File: config.mk
export PLATFORM = sky130hd
export DESIGN_NAME = ejector_flat
export DESIGN_NICKNAME = d
export VERILOG_FILES = /design/src/rtl/router_pkg.sv /design/src/rtl/ejector_if.sv /design/src/rtl/ejector_fifo.sv /design/src/rtl/ejector.sv /design/src/flat_wrapper.sv
export SDC_FILE = /design/constraint.sdc
export NUM_CORES = 1
export LEC_CHECK = 0
export ABC_AREA = 1
export ABC_CLOCK_PERIOD_IN_PS = 3100
export CAP_MARGIN = 20
export CORE_ASPECT_RATIO = 0.5
export CORE_MARGIN = 3
export CORE_UTILIZATION = 30
export DETAILED_ROUTE_END_ITERATION = 7
export PLACE_DENSITY = 0.64
export SETUP_SLACK_MARGIN = 0.2
export SLEW_MARGIN = 20
export SYNTH_ARGS = -nofsm -noshare
export SYNTH_HDL_FRONTEND = slang
export SYNTH_SLANG_ARGS = --single-unit
File: constraint.sdc
create_clock -name clk -period 3.1 [get_ports clk]
set_input_delay 0.465 -clock clk [delete_from_list [all_inputs] [get_ports clk]]
set_output_delay 0.465 -clock clk [all_outputs]
set_load 0.05 [all_outputs]
File: src/rtl/router_pkg.sv
// Shared definitions for the deflection router stages (ejector, injector).
// Holds the flit field layout, the link channel indices, the direction codes
// and the rotating-priority pick helper.
package router_pkg;

  // Flit field positions: [9] golden, [8:6] direction, [5:3] row, [2:0] col.
  localparam int GOLD_BIT = 9;
  localparam int DIR_HI   = 8;
  localparam int DIR_LO   = 6;
  localparam int ROW_HI   = 5;
  localparam int ROW_LO   = 3;
  localparam int COL_HI   = 2;
  localparam int COL_LO   = 0;

  // Link channel indices; also the bit order of the per-channel valids.
  localparam int EAST  = 0;
  localparam int WEST  = 1;
  localparam int NORTH = 2;
  localparam int SOUTH = 3;

  typedef enum logic [2:0] {
    DIR_EAST  = 3'b000,
    DIR_WEST  = 3'b001,
    DIR_NORTH = 3'b010,
    DIR_SOUTH = 3'b011,
    DIR_LOCAL = 3'b100
  } dir_e;

  // First set bit of req scanning upward from index start, wrapping mod 4.
  // Iterating from the largest offset down lets the smallest offset win.
  // Returns start when req is empty; callers qualify with |req.
  function automatic logic [1:0] rr_pick(input logic [1:0] start,
                                         input logic [3:0] req);
    logic [1:0] idx;
    rr_pick = start;
    for (int unsigned j = 4; j > 0; j--) begin
      idx = start + 2'(j - 1);
      if (req[idx]) rr_pick = idx;
    end
  endfunction

endpackage

File: src/rtl/ejector_if.sv
// Link/core bundle of the ejector.
//   eastad/westad/northad/southad, in_v : incoming link flits and valids
//   ead/wad/nad/sad, out_v              : flits forwarded to the injector
//   localad, local_v, local_rdy         : eject FIFO head toward the core
//   eject_cnt                           : eject FIFO occupancy
// master = upstream links + core side, slave = ejector side.
interface ejector_if #(
  parameter int FLIT_W = 10,
  parameter int CNT_W  = 3
);
  logic [FLIT_W-1:0] eastad;
  logic [FLIT_W-1:0] westad;
  logic [FLIT_W-1:0] northad;
  logic [FLIT_W-1:0] southad;
  logic [3:0]        in_v;
  logic [FLIT_W-1:0] ead;
  logic [FLIT_W-1:0] wad;
  logic [FLIT_W-1:0] nad;
  logic [FLIT_W-1:0] sad;
  logic [3:0]        out_v;
  logic [FLIT_W-1:0] localad;
  logic              local_v;
  logic              local_rdy;
  logic [CNT_W-1:0]  eject_cnt;

  modport master (
    output eastad, westad, northad, southad, in_v, local_rdy,
    input  ead, wad, nad, sad, out_v, localad, local_v, eject_cnt
  );

  modport slave (
    input  eastad, westad, northad, southad, in_v, local_rdy,
    output ead, wad, nad, sad, out_v, localad, local_v, eject_cnt
  );
endinterface

File: src/rtl/ejector_fifo.sv
// eject_fifo: DEPTH x W synchronous FIFO holding flits ejected at this node.
//   clk, rst  : clock, synchronous active-high reset (contents discarded)
//   push_i    : write din_i (ignored when full)
//   pop_i     : consume the head (ignored when empty)
//   dout_o    : head entry, zero when empty
//   empty_o   : no entries
//   full_o    : DEPTH entries
//   count_o   : occupancy 0..DEPTH
module eject_fifo #(
  parameter  int W     = 10,
  parameter  int DEPTH = 4,
  localparam int PW    = $clog2(DEPTH),
  localparam int CW    = $clog2(DEPTH + 1)
) (
  input  logic         clk,
  input  logic         rst,
  input  logic         push_i,
  input  logic [W-1:0] din_i,
  input  logic         pop_i,
  output logic [W-1:0] dout_o,
  output logic         empty_o,
  output logic         full_o,
  output logic [CW-1:0] count_o
);
  logic [W-1:0]  mem_q [DEPTH];
  logic [PW-1:0] wr_ptr_q, rd_ptr_q;
  logic [CW-1:0] cnt_q, cnt_d;
  logic          do_push, do_pop;

  assign empty_o = (cnt_q == '0);
  assign full_o  = (cnt_q == CW'(DEPTH));
  assign do_push = push_i && !full_o;
  assign do_pop  = pop_i && !empty_o;

  always_comb begin
    cnt_d = cnt_q;
    if (do_push && !do_pop) cnt_d = cnt_q + CW'(1);
    if (do_pop && !do_push) cnt_d = cnt_q - CW'(1);
  end

  // DEPTH is a power of two, so pointer overflow is the modulo wrap.
  always_ff @(posedge clk) begin
    if (rst) begin
      wr_ptr_q <= '0;
      rd_ptr_q <= '0;
      cnt_q    <= '0;
      for (int unsigned i = 0; i < DEPTH; i++) mem_q[i] <= '0;
    end else begin
      if (do_push) begin
        mem_q[wr_ptr_q] <= din_i;
        wr_ptr_q        <= wr_ptr_q + PW'(1);
      end
      if (do_pop) rd_ptr_q <= rd_ptr_q + PW'(1);
      cnt_q <= cnt_d;
    end
  end

  assign dout_o  = empty_o ? '0 : mem_q[rd_ptr_q];
  assign count_o = cnt_q;
endmodule

File: src/rtl/ejector.sv
// ejector: ejection stage of the deflection router, upstream of the injector.
// Each cycle at most one valid flit addressed to {ROW_ID,COL_ID} is removed
// from the four links and queued in the eject FIFO; its slot goes out empty
// so the injector can reuse it. All other flits are registered through.
//   clk, rst : clock, synchronous active-high reset
//   link     : ejector_if.slave (link inputs, injector slots, core FIFO port)
module ejector
  import router_pkg::*;
#(
  parameter int         FLIT_W = 10,
  parameter logic [2:0] ROW_ID = 3'd4,
  parameter logic [2:0] COL_ID = 3'd4,
  parameter int         DEPTH  = 4
) (
  input  logic       clk,
  input  logic       rst,
  ejector_if.slave   link
);
  localparam int NCH = 4;
  localparam int CW  = $clog2(DEPTH + 1);

  logic [FLIT_W-1:0] in_flit [NCH];
  logic [NCH-1:0]    cand, gold;
  logic [1:0]        sel_k;
  logic              eject;

  logic [FLIT_W-1:0] out_flit_q [NCH];
  logic [FLIT_W-1:0] out_flit_d [NCH];
  logic [NCH-1:0]    out_v_q, out_v_d;
  logic [1:0]        rr_q, rr_d;

  logic              fifo_empty, fifo_full;
  logic [FLIT_W-1:0] fifo_head;
  logic [CW-1:0]     fifo_cnt;

  assign in_flit[EAST]  = link.eastad;
  assign in_flit[WEST]  = link.westad;
  assign in_flit[NORTH] = link.northad;
  assign in_flit[SOUTH] = link.southad;

  always_comb begin
    cand = '0;
    gold = '0;
    for (int unsigned i = 0; i < NCH; i++) begin
      cand[i] = link.in_v[i] &&
                (in_flit[i][ROW_HI:COL_LO] == {ROW_ID, COL_ID});
      gold[i] = cand[i] && in_flit[i][GOLD_BIT];
    end
  end

  // Golden flits bypass the round-robin and go lowest index first.
  assign sel_k = (|gold) ? rr_pick(2'd0, gold) : rr_pick(rr_q, cand);
  // Space is judged on the registered count; a same-cycle pop does not help.
  assign eject = (|cand) && !fifo_full;

  always_comb begin
    for (int unsigned i = 0; i < NCH; i++) begin
      out_flit_d[i] = in_flit[i];
      out_v_d[i]    = link.in_v[i];
    end
    rr_d = rr_q;
    if (eject) begin
      out_flit_d[sel_k] = '0;
      out_v_d[sel_k]    = 1'b0;
      rr_d              = sel_k + 2'd1;
    end
  end

  always_ff @(posedge clk) begin
    if (rst) begin
      for (int unsigned i = 0; i < NCH; i++) out_flit_q[i] <= '0;
      out_v_q <= '0;
      rr_q    <= '0;
    end else begin
      for (int unsigned i = 0; i < NCH; i++) out_flit_q[i] <= out_flit_d[i];
      out_v_q <= out_v_d;
      rr_q    <= rr_d;
    end
  end

  eject_fifo #(
    .W     (FLIT_W),
    .DEPTH (DEPTH)
  ) u_fifo (
    .clk     (clk),
    .rst     (rst),
    .push_i  (eject),
    .din_i   (in_flit[sel_k]),
    .pop_i   (link.local_rdy),
    .dout_o  (fifo_head),
    .empty_o (fifo_empty),
    .full_o  (fifo_full),
    .count_o (fifo_cnt)
  );

  assign link.ead       = out_flit_q[EAST];
  assign link.wad       = out_flit_q[WEST];
  assign link.nad       = out_flit_q[NORTH];
  assign link.sad       = out_flit_q[SOUTH];
  assign link.out_v     = out_v_q;
  assign link.localad   = fifo_head;
  assign link.local_v   = !fifo_empty;
  assign link.eject_cnt = fifo_cnt;
endmodule

File: src/flat_wrapper.sv
// flat-port wrapper written by rule: the top's interface ports become plain ports
module ejector_flat import router_pkg::*;
#(
  parameter int         FLIT_W = 10,
  parameter logic [2:0] ROW_ID = 3'd4,
  parameter logic [2:0] COL_ID = 3'd4,
  parameter int         DEPTH  = 4
)
  (clk, rst, link_eastad, link_westad, link_northad, link_southad, link_in_v, link_local_rdy, link_ead, link_wad, link_nad, link_sad, link_out_v, link_localad, link_local_v, link_eject_cnt);
  ejector_if #(.FLIT_W(FLIT_W), .CNT_W(3)) link_i ();
  input  logic clk;
  input  logic rst;
  input wire logic [$bits(link_i.eastad)-1:0] link_eastad;
  input wire logic [$bits(link_i.westad)-1:0] link_westad;
  input wire logic [$bits(link_i.northad)-1:0] link_northad;
  input wire logic [$bits(link_i.southad)-1:0] link_southad;
  input wire logic [$bits(link_i.in_v)-1:0] link_in_v;
  input wire logic [$bits(link_i.local_rdy)-1:0] link_local_rdy;
  output wire logic [$bits(link_i.ead)-1:0] link_ead;
  output wire logic [$bits(link_i.wad)-1:0] link_wad;
  output wire logic [$bits(link_i.nad)-1:0] link_nad;
  output wire logic [$bits(link_i.sad)-1:0] link_sad;
  output wire logic [$bits(link_i.out_v)-1:0] link_out_v;
  output wire logic [$bits(link_i.localad)-1:0] link_localad;
  output wire logic [$bits(link_i.local_v)-1:0] link_local_v;
  output wire logic [$bits(link_i.eject_cnt)-1:0] link_eject_cnt;
  assign link_i.eastad = link_eastad;
  assign link_i.westad = link_westad;
  assign link_i.northad = link_northad;
  assign link_i.southad = link_southad;
  assign link_i.in_v = link_in_v;
  assign link_i.local_rdy = link_local_rdy;
  assign link_ead = link_i.ead;
  assign link_wad = link_i.wad;
  assign link_nad = link_i.nad;
  assign link_sad = link_i.sad;
  assign link_out_v = link_i.out_v;
  assign link_localad = link_i.localad;
  assign link_local_v = link_i.local_v;
  assign link_eject_cnt = link_i.eject_cnt;
  ejector #(.FLIT_W(FLIT_W), .ROW_ID(ROW_ID), .COL_ID(COL_ID), .DEPTH(DEPTH)) u_core (.clk(clk), .rst(rst), .link(link_i));
endmodule
==> results.json <==
{
  "routed-via-count": 3529,
  "crit_required_ns": 2.63,
  "hold_buffers": 0,
  "finalHoldViolCount": 0,
  "area_growth_pct": 41.3,
  "start_util": 0.317,
  "grt_usage": 0.147,
  "syn_inst": 488,
  "detail_route.vias_per_cell": 4.42,
  "synth_seq_cells": 95,
  "power_density_nw_per_um2": 511,
  "sequentialPowerShare": 0.462,
  "diodes": 0,
  "synth_ff_type": "dfxtp_1",
  "fin_hold_ws_ns": 0.471,
  "crit_path_end_kind": "output port",
  "dp.final_hpwl_um": 8090,
  "fill_cells": 1274,
  "placed_cells": 782,
  "gp_congestion": 0.789,
  "htree_levels": 3,
  "fmax_mhz": 362,
  "yosysTopAreaCell": "edfxtp_1",
  "antenna_found_initial": 0,
  "fp-row-count": 29,
  "post-route-period-util": 0.891,
  "yosys_warnings": 0,
  "status": "finished clean",
  "nNetsFinal": 672,
  "final-setup-viol-count": 0,
  "clk_root_buffer_cell": "clkbuf_16",
  "stdcell_count": 798,
  "slew_headroom": 0.561,
  "path_max_fanout": 10,
  "grt_pass1_wl_um": 17200,
  "p_sw_frac": 0.273,
  "postCtsResizedCells": 0,
  "dpl_worst_slack_ns": 0.148,
  "io_pins": 105,
  "post_drt_wl_per_cell_um": 13.4,
  "path_clk_slew_ns": 0.07,
  "cts_buffer_depth": 2,
  "synth_top_area_frac": 0.290,
  "crit_path_start_kind": "flip-flop",
  "cts_made_buffers": 9,
  "synthTopCellsByArea": "edfxtp_1 29%, dfxtp_1 27%, inv_1 7.4%, nand3_1 7.4%, nor2_1 6.7%",
  "ff2ff_path_depth": 15,
  "p_total_mw": 2.99,
  "die_h_um": 89.1,
  "layout_setup_ws_ns": 0.337,
  "synth-edff-count": 40,
  "max_cap_violations": 0,
  "rsz0062_at_grt": "no",
  "yosysUniqueCellTypes": 29,
  "drc_errors": 0,
  "ys_seq_area_frac": 0.556,
  "cts_tree": "yes",
  "p_int_mw": 2.18,
  "peakVddDrop_v": 0.000228,
  "synth_area_um2": 4140,
  "place_area_um2": 5530,
  "leakagePower_nw": 2.79,
  "hold_path_class": "reg -> reg",
  "drive_gt1_frac": 0.104,
  "clkLatencyLatePin_ns": 0.35,
  "tns_ns": 0,
  "crit_type": "reg -> out",
  "first_global_vias": 3484,
  "drt_first_pass_iters": 4,
  "routed_wl_um": 10700,
  "worst_pin_slew_ns": 0.652,
  "netlist_top_cells_count": "82 x inv_1, 74 x nor2_1, 61 x nand3_1",
  "dieArea_um2": 15300,
  "synthArstFlopShare": 0,
  "clkSinkCount": 95,
  "drt_iter0_markers": 283,
  "ant_nets": 0,
  "fin_worst_skew_ns": 0.00808,
  "core_um2": 13100,
  "fin_crit_ns": 2.76,
  "hold_depth": 2,
  "post-synth-top-count-cell": "inv_1",
  "port_buffers": 104,
  "pwr-share-comb": 0.159,
  "die_x_um": 172,
  "fin_area_um2": 5850,
  "grt_max_degree": 24,
  "slew_violations": 0,
  "finalCoreUtilization": 0.448,
  "overflow": 0,
  "avgSynthCellArea_um2": 8.49,
  "p_sw_uw": 817,
  "cp.arrival_ns": 2.30,
  "post_cts_buffers": 0,
  "clkPwrFrac": 0.379
}
layout by cell type, fill, tap and decap left out, types with 16 or more instances in the layout:
cell type | Yosys | final
clkdlybuf4s50_1 | 0 | 95
inv_1 | 82 | 82
nor2_1 | 74 | 74
nand3_1 | 61 | 61
nand2_1 | 60 | 60
dfxtp_1 | 55 | 55
edfxtp_1 | 40 | 40
a21oi_1 | 37 | 37
o21ai_0 | 29 | 29
buf_4 | 1 | 23
conb_1 | 1 | 16
critical path, stage by stage (launching register included):
cell and delay (ns):
dfxtp_1 0.37, nor2_1 0.07, nand2_1 0.13, clkinv_1 0.33, a21oi_1 0.23, clkdlybuf4s50_1 0.82
cell families (layout without fill, tap and decap cells):
group	Yosys count	count (layout)	share of synthesized area
xor gates and xnor gates	1	1	0.00212
buffers and inverters	104	229	0.103
AOI/OAI and AO/OA	69	69	0.0852
DFF	95	95	0.556
adders and majority gates	2	2	0.00785
other	1	16	0.000905
and+or+nand+nor	216	216	0.245
path summary, 6_finish.rpt:
kind	startpoint	end	slack (ns)
worst max-delay path	u_core.u_fifo.count_o[1]	link_localad[0]	0.34
worst min-delay path	u_core.u_fifo.rd_ptr_q[1]	u_core.u_fifo.rd_ptr_q[1]	0.47
worst max register to register	u_core.rr_q[0]	u_core.u_fifo.mem_q[3][8]	0.94
worst min register to register	u_core.u_fifo.rd_ptr_q[1]	u_core.u_fifo.rd_ptr_q[1]	0.47
state kept, by name, indices dropped and copies added (netlist names), named ones only:
| name | cells |
|---|---|
| u_core.link.out_v | 4 |
| u_core.out_flit_q | 40 |
| u_core.rr_q | 2 |
| u_core.u_fifo.count_o | 3 |
| u_core.u_fifo.mem_q | 40 |
| u_core.u_fifo.rd_ptr_q | 2 |
| u_core.u_fifo.wr_ptr_q | 2 |
metal layers:
metal | track usage | share of wire | vias to the layer above
met1 | 0.183 | 0.44 | 1603
met5 | 0 | 0 | -
met2 | 0.255 | 0.48 | 97
met3 | 0.0402 | 0.058 | 13
met4 | 0.0434 | 0.015 | 0
li1 | - | - | 1816
area by class of cell:
type                    count  area, um^2  share of cell area
clock buffers               9         225              0.0385
clock inverters             7        81.3              0.0139
inverters                  88         344              0.0588
multi-input cells         304        1470               0.251
flip-flops and latches     95        2300               0.393
well taps                 170         213              0.0363
repair buffers            125        1220               0.208
power by group through the flow:
| stage | logic, mW | registers [mW] | clock network, mW |
|---|---|---|---|
| after floorplan | 0.168 | 1.52 | 0 |
| after global placement | 0.475 | 1.41 | 0 |
| after detailed placement | 0.479 | 1.41 | 0 |
| after CTS | 0.480 | 1.38 | 1.16 |
| after global routing | 0.516 | 1.39 | 1.22 |
| final | 0.476 | 1.38 | 1.13 |
Note: power is estimated with default switching activity, not from simulation.
